===== src/rtl/gray_slot_sched.sv =====
// Round-robin time-slot scheduler driving a shared Gray-coded slot counter.
// Optional macro GRAY_SLOT_GAP_EN inserts one idle guard cycle after every slot end.
module gray_slot_sched #(
    parameter int unsigned NREQ  = 4,
    parameter int unsigned SBITS = 3
) (
    input  logic             clk,
    input  logic             rst,
    input  logic [NREQ-1:0]  req,
    input  logic             hold,
    output logic [NREQ-1:0]  grant,
    output logic [SBITS-1:0] gray_cnt,
    output logic             slot_end,
    output logic             busy
);

    localparam int unsigned PW = (NREQ > 1) ? $clog2(NREQ) : 1;

    typedef enum logic [0:0] {StIdle, StRun} state_t;

    state_t           r_state;
    logic [SBITS-1:0] r_cnt;
    logic [SBITS-1:0] r_gray;
    logic [NREQ-1:0]  r_grant;
    logic [PW-1:0]    r_ptr;
    logic             r_slot_end;

    logic             w_found;
    logic [PW-1:0]    w_win;
    logic [PW-1:0]    w_idx;
    logic [NREQ-1:0]  w_onehot;
    logic [SBITS-1:0] w_cnt_inc;
    logic             w_release;
    logic             w_wrap;

    // Scan downward so the lowest offset from ptr+1 is written last and wins;
    // offset NREQ lands on the current holder, which therefore competes last.
    always_comb begin
        w_found = 1'b0;
        w_win   = '0;
        w_idx   = '0;
        for (int i = NREQ; i >= 1; i--) begin
            w_idx = PW'((int'(r_ptr) + i) % int'(NREQ));
            if (req[w_idx]) begin
                w_found = 1'b1;
                w_win   = w_idx;
            end
        end
    end

    assign w_onehot  = NREQ'(1) << w_win;
    assign w_cnt_inc = r_cnt + SBITS'(1);
    assign w_release = ((r_grant & req) == '0);
    assign w_wrap    = !hold && (r_cnt == '1);

    always_ff @(posedge clk) begin
        if (rst) begin
            r_state    <= StIdle;
            r_cnt      <= '0;
            r_gray     <= '0;
            r_grant    <= '0;
            r_ptr      <= PW'(NREQ - 1);
            r_slot_end <= 1'b0;
        end else begin
            case (r_state)
                StIdle: begin
                    r_slot_end <= 1'b0;
                    r_cnt      <= '0;
                    r_gray     <= '0;
                    if (w_found) begin
                        r_grant <= w_onehot;
                        r_ptr   <= w_win;
                        r_state <= StRun;
                    end else begin
                        r_grant <= '0;
                    end
                end
                StRun: begin
                    if (w_release || w_wrap) begin
                        // Natural wrap and early release collapse into one slot end.
                        r_slot_end <= 1'b1;
                        r_cnt      <= '0;
                        r_gray     <= '0;
`ifdef GRAY_SLOT_GAP_EN
                        r_grant    <= '0;
                        r_state    <= StIdle;
`else
                        if (w_found) begin
                            r_grant <= w_onehot;
                            r_ptr   <= w_win;
                        end else begin
                            r_grant <= '0;
                            r_state <= StIdle;
                        end
`endif
                    end else if (hold) begin
                        r_slot_end <= 1'b0;
                    end else begin
                        r_slot_end <= 1'b0;
                        r_cnt      <= w_cnt_inc;
                        r_gray     <= w_cnt_inc ^ (w_cnt_inc >> 1);
                    end
                end
                default: begin
                    r_state <= StIdle;
                    r_grant <= '0;
                end
            endcase
        end
    end

    assign grant    = r_grant;
    assign gray_cnt = r_gray;
    assign slot_end = r_slot_end;
    assign busy     = (r_state == StRun);

endmodule


===== config.mk =====
export PLATFORM = sky130hd
export DESIGN_NAME = gray_slot_sched
export DESIGN_NICKNAME = d
export VERILOG_FILES = /design/src/rtl/gray_slot_sched.sv
export SDC_FILE = /design/constraint.sdc
export NUM_CORES = 1
export LEC_CHECK = 0
export ABC_CLOCK_PERIOD_IN_PS = 2000
export CORE_MARGIN = 3
export CORE_UTILIZATION = 30
export DETAILED_ROUTE_END_ITERATION = 8
export GPL_ROUTABILITY_DRIVEN = 1
export SETUP_SLACK_MARGIN = 0.05
export SLEW_MARGIN = 20
export SYNTH_ARGS = -nofsm -noshare
export SYNTH_HDL_FRONTEND = slang
export SYNTH_SLANG_ARGS = --single-unit
export TNS_END_PERCENT = 1

===== constraint.sdc =====
create_clock -name clk -period 2 [get_ports clk]
set_input_delay 0.4 -clock clk [delete_from_list [all_inputs] [get_ports clk]]
set_output_delay 0.4 -clock clk [all_outputs]
set_load 0.01 [all_outputs]

# Word-level counts from Yosys, hierarchy flattened
# Cells that the tools add are included.
[word_totals]
ff_bits = 14
latchBits = 0
mem_bits_rw = 0
mem_bits_ro = 0
input_bits = 7
out_inout_bits = 9
word_cells = 59
memories = 0
[op_classes]
n_addsub = 5
multipliers = 0
div_mod_pow = 0
order_cmp = 4
eq_ne = 3
shifts = 1
n_mux = 33
bitwise = 3
reduce_logical = 4
[op_table]
columns = ["operator", "n"]
rows = [
  ["$lt 2x3->1 const B", 4],
  ["$mux 2", 6],
  ["$mux 3", 4],
  ["$pmux 3 s2", 2],
  ["$mux 1", 11],
  ["$bmux 1 s2", 4],
  ["$mux 4", 2],
  ["$pmux 4 s2", 1],
  ["$add 2x1->2 const B", 2],
  ["$add 2x2->2 const B", 2],
  ["$and 4x4->4", 1],
  ["$logic_not 4->1", 1],
  ["$pmux 1 s2", 2],
  ["$pmux 2 s2", 1],
  ["$shl 1x2->4 const A", 1],
  ["$add 3x1->3 const B", 1],
  ["$eq 3x3->1 const B", 1],
  ["$ne 3x2->1 const B", 1],
  ["$xor 3x2->3", 1],
  ["$ne 2x1->1 const B", 1],
  ["$logic_and 1x1->1", 1],
  ["$logic_not 1->1", 1],
  ["$logic_or 1x1->1", 1],
  ["$not 1->1", 1],
]

# Depth between registers and ports, before layout
[depth]
ltp_word = 11
depth_mapped = 7
mapped_depth_nobuf = 7

# Worst setup path before layout
# No wires, ideal clock.
[synth_path]
kind = "register to register"
from = "register r_cnt[0]"
to = "register r_ptr[0]"
setup_time_ns = 0.120
arrival_time_ns = 1.379
setup_slack_ns = 0.501
stages_incl_launch_ff = 7
path_buffers = 0
cell_sequence = "dfxtp_1 ha_1 ha_1 inv_1 o22a_2 a21o_1 a211o_1"
[synth_between]
elab_chain_len = 4
[synth_lines]
columns = ["element", "line_no", "rtl"]
rows = [
  ["start, declared", "22", "logic [SBITS-1:0] r_cnt;"],
  ["start signal, assigned", "100", "r_cnt <= w_cnt_inc;"],
  ["$eq 3x3->1", "54", "assign w_wrap = !hold && (r_cnt == '1);"],
  ["$logic_and 1x1->1", "54", ""],
  ["$logic_or 1x1->1", "79", "if (w_release || w_wrap) begin"],
  ["$ne 2x1->1 (no line)", "n/a", ""],
  ["end signal, assigned", "62", "r_ptr <= PW'(NREQ - 1);"],
  ["end signal, assigned", "72", "r_ptr <= w_win;"],
  ["end signal, assigned", "90", "r_ptr <= w_win;"],
  ["end, declared", "25", "logic [PW-1:0] r_ptr;"],
]
# No other way between the ends.
# A chain may end at the register's enable or synchronous reset.

# Worst setup path in the final report
[layout_path]
from = "input port req[2]"
to = "register r_ptr[1]"
[layout_between]
elab_chain_len = 9
[layout_lines]
columns = ["element", "line_no", "rtl"]
rows = [
  ["start, declared", "9", "input logic [NREQ-1:0] req,"],
  ["$bmux 1 s2", "44", "if (req[w_idx]) begin"],
  ["$mux 1 (implied by the code)", "44", ""],
  ["$mux 2 or $mux 1 (tied branches) (4 in a row)", "44", ""],
  ["$mux 2", "70, 88", ""],
  ["$mux 2", "79", ""],
  ["$pmux 2 s2", "65", "case (r_state)"],
]
# Several ways; a longest one is shown, not always the timed one. The select of a mux whose other input is x is not followed.

==> flow_results.org <==
** Synthesis
- Register bit count reported by yosys :: 13
- The cell count after synthesis came out at 72.
- During synthesis, Yosys emitted a total of 0 warnings.
- The synthesized design contains 0 enable-type register cells.
- Of the synthesized area, sequential elements account for 0.401.
- Share of flip-flops with an asynchronous set or reset after synthesis :: 0
- When the netlist entered floorplanning its net count stood at 81.
- The cell area that synthesis handed to floorplanning was 649 µm².
- Count of distinct cell types in the synthesized netlist :: 32
- Among all flip-flop cells after synthesis, the most frequent one is dfxtp_1.
- Dividing the synthesized area by the synthesized cell count gives 9.02 µm².

** Pwr
- The analysis attributes to cell leakage a power of 0.362 nW.
- VDD sags by at most 0.000319 V.
- After layout, the design draws a total of 0.618 mW.
- Power density of the placed cells :: 706 mW/mm²

** STA
- In the final timing run, aggregate negative setup slack is 0 ns.
- Skew final :: 0.00519 ns
- The count of endpoints failing hold in the final timing report is 0.
- Setup repair after global routing left no endpoint under its margin.
- The max-slew violation count is 0.
- Setup violations remaining at the end of the flow were counted as 0.
- Setup slack closes at 0.303 ns.
- Normalized max-slew margin :: 0.746
- For the pin with the worst max-slew slack, the measured transition is 0.377 ns.
- On the final layout, the worst hold slack is 0.494 ns.
- Subtracting the final worst setup slack from the clock period gives 1.70 ns.
- Dividing the final minimum period by the clock period gives 0.849.
- Maximum clock frequency :: 589 MHz

** Place
- Place WS :: 0.0275 ns
- Once detailed placement completed, the half-perimeter wirelength came to 1060 µm.
- Buffers placed on the I/O ports in this run total 15.
- At the end of routability-driven placement, the weighted congestion stood at 0.727.

** Setup path
- For the worst setup path, the data arrival time is 1.86 ns.
- Cell type group with the largest total delay on the critical path :: compound AO/OA/AOI/OAI gates
- Counting cells, the worst reg-to-reg path comes to 6.
- Highest cell delay on the worst timing path :: 0.47 ns
- The number of buffers and inverters on the critical path is 1.
- Critical path peak fanout :: 5
- Worst path cell trace :: clkdlybuf4s50_1, a22o_1, o22a_2, a21o_1, a211o_1
- Data on the critical path is required at its endpoint by ~2.2 ns.
- Across all register-to-register paths, the minimum setup slack is 0.40 ns.
- In this run the critical register-to-register path is captured at r_ptr[1].
- The worst setup path is of the in2reg kind.
- The worst register-to-register path begins at r_cnt[0].
- Critical Path Start Type :: input port
- Critical path endpoint category :: flip-flop
- Slowest stage cell, crit path :: clkdlybuf4s50_1
- The critical path crosses 5 cells after its start point.

** Global routing
- The first global-routing pass estimated 2280 µm of wire.
- Maximum number of pins on one net before global-route repair :: 9
- The number of antenna violations at the first check in global routing is 0.
- In the global route stage, overall resource usage came out at 0.113.
- For this run the aggregate overflow at the end of global routing stands at 0.
- Number of global-route vias before repair :: 546

** Clock tree
- The tree is rooted in a clkbuf_4.
- CTS built an H-tree with a depth of 1.
- The number of gates resized after CTS was 0.
- Post-CTS timing repair inserted 0 buffers for setup.
- Worst-skew pair later-pin latency :: around 0.27 ns
- Counting every sink on the clock net gives 13.
- In this run the deepest clock path goes through 2 buffers.
- TritonCTS built the clock tree.
- CTS clk-pin slew, worst paths :: roughly 0.080 ns
- Buffers inserted to repair hold after CTS numbered 0.
- CTS buffer count :: 3

** Die
- The initial utilization of the core area, before any placement, comes to 0.324.
- Total Die Area :: roughly 0.0028 mm²
- Die extent in y :: 52.5 µm
- The die is 52.5 µm wide.
- Count of standard-cell rows :: 16
- Number of placed I/O pins :: 16
- Core box area :: 0.00200 mm²

** Worst hold path
- The worst hold path belongs to the class reg2reg.
- The startpoint identified for the worst hold timing path is gray_cnt[1].
- The worst hold path passes through 2 cells.
- For hold timing, the worst endpoint is gray_cnt[1].

** Cells and area
- Relative to the synthesized area, the layout overhead comes to 34.7%.
- Layout cells sized above 1 :: 0.130
- Fill count :: 209
- Commonest cells after routing, fill and taps aside :: 15 x clkdlybuf4s50_1, 13 x nor2_1, 13 x dfxtp_1
- The library cell used most frequently in the layout, excluding fill and tap cells, is clkdlybuf4s50_1.
- Final net count :: 102
- Number of inserted diodes :: 0

** Drt
- For this run, design rule violations remaining after detail routing come to 0.
- Antenna violation net count after detailed routing :: 0
- Before antenna repair, the detailed router went through 4 iterations.
- DR vias :: 571
- Initial DRC Count :: 5
- Routed length per placed instance :: about 11 µm
- The routed design has approximately 1300 µm of wire.
- After detailed routing, the number of vias per cell comes to between 4 and 5.

** Run
- Total of max-cap violations :: 0

** Outcome
- Run status :: finished, final reports clean
per-layer routing:
layer,routed length (µm),part of all wire,GRT usage
met4,0,0,0.0638
met3,82,0.062,0.0228
met2,637,0.48,0.188
met5,0,0,0
met1,609,0.46,0.132
state kept, by name, indices dropped and copies added (netlist names):
register / cells
r_ptr: 2
busy: 1
grant: 4
gray_cnt: 2
slot_end: 1
r_cnt: 3
layout make-up:
class / instances / area [µm²] / share of cell area
inverter: 4 / 15.0 / 0.0172
clock inverter: 1 / 5.00 / 0.00572
timing repair buffer: 19 / 180 / 0.206
clock buffer: 3 / 22.5 / 0.0258
tap: 27 / 33.8 / 0.0386
sequential: 13 / 260 / 0.298
multi-input combinational: 52 / 358 / 0.409
logic make-up after synthesis:
logic type / count (synthesis) / share of synthesized area
simple gates: 26 / 0.202
fa+ha+maj: 2 / 0.0385
compound gates: 18 / 0.224
mux: 3 / 0.0462
buf+inv: 7 / 0.0482
flops: 13 / 0.401
xor+xnor: 3 / 0.0405
worst min-delay path: stages, from the launching register on:
cell and delay (ns):
dfxtp_1 0.33, a21oi_1 0.06, nor2_1 0.07
worst max-delay path by stage:
| stage | start | to | slack [ns] |
|---|---|---|---|
| after floorplan | r_cnt[0] | r_ptr[0] | 0.50 |
| after global placement | req[0] | r_ptr[0] | 0.05 |
| after detailed placement | req[2] | r_ptr[1] | 0.03 |
| after CTS | busy | busy | 0.28 |
| after global routing | req[1] | r_ptr[0] | 0.18 |
| final | req[2] | r_ptr[1] | 0.30 |
power breakdown:
part	internal, mW	leakage (nW)	switching (mW)
logic	0.0884	0.238	0.0707
registers	0.279	0.107	0.0202
clock network	0.0741	0.0177	0.0848
cells in the mapped netlist, types with 2 or more instances:
| master | count | area [µm²] |
|---|---|---|
| nand2_1 | 2 | 7.51 |
| nand3b_1 | 2 | 15.0 |
| nor2_1 | 13 | 48.8 |
| a21o_1 | 2 | 15.0 |
| xor2_1 | 2 | 17.5 |
| a21oi_1 | 2 | 10.0 |
| o22ai_1 | 2 | 12.5 |
| ha_1 | 2 | 25.0 |
| inv_1 | 4 | 15.0 |
| a211o_1 | 2 | 17.5 |
| nand2b_1 | 4 | 25.0 |
| dfxtp_1 | 13 | 260 |
| mux2i_1 | 3 | 30.0 |
stage by stage:
stage | std cells | util | instance area [µm²]
after global routing | 119 | 0.437 | 875
after detailed placement | 115 | 0.423 | 847
after CTS | 119 | 0.437 | 875
after floorplan | 72 | - | 649
after global placement | 115 | 0.423 | 847
final | 119 | 0.437 | 875
(Power assumes the default switching activity.)
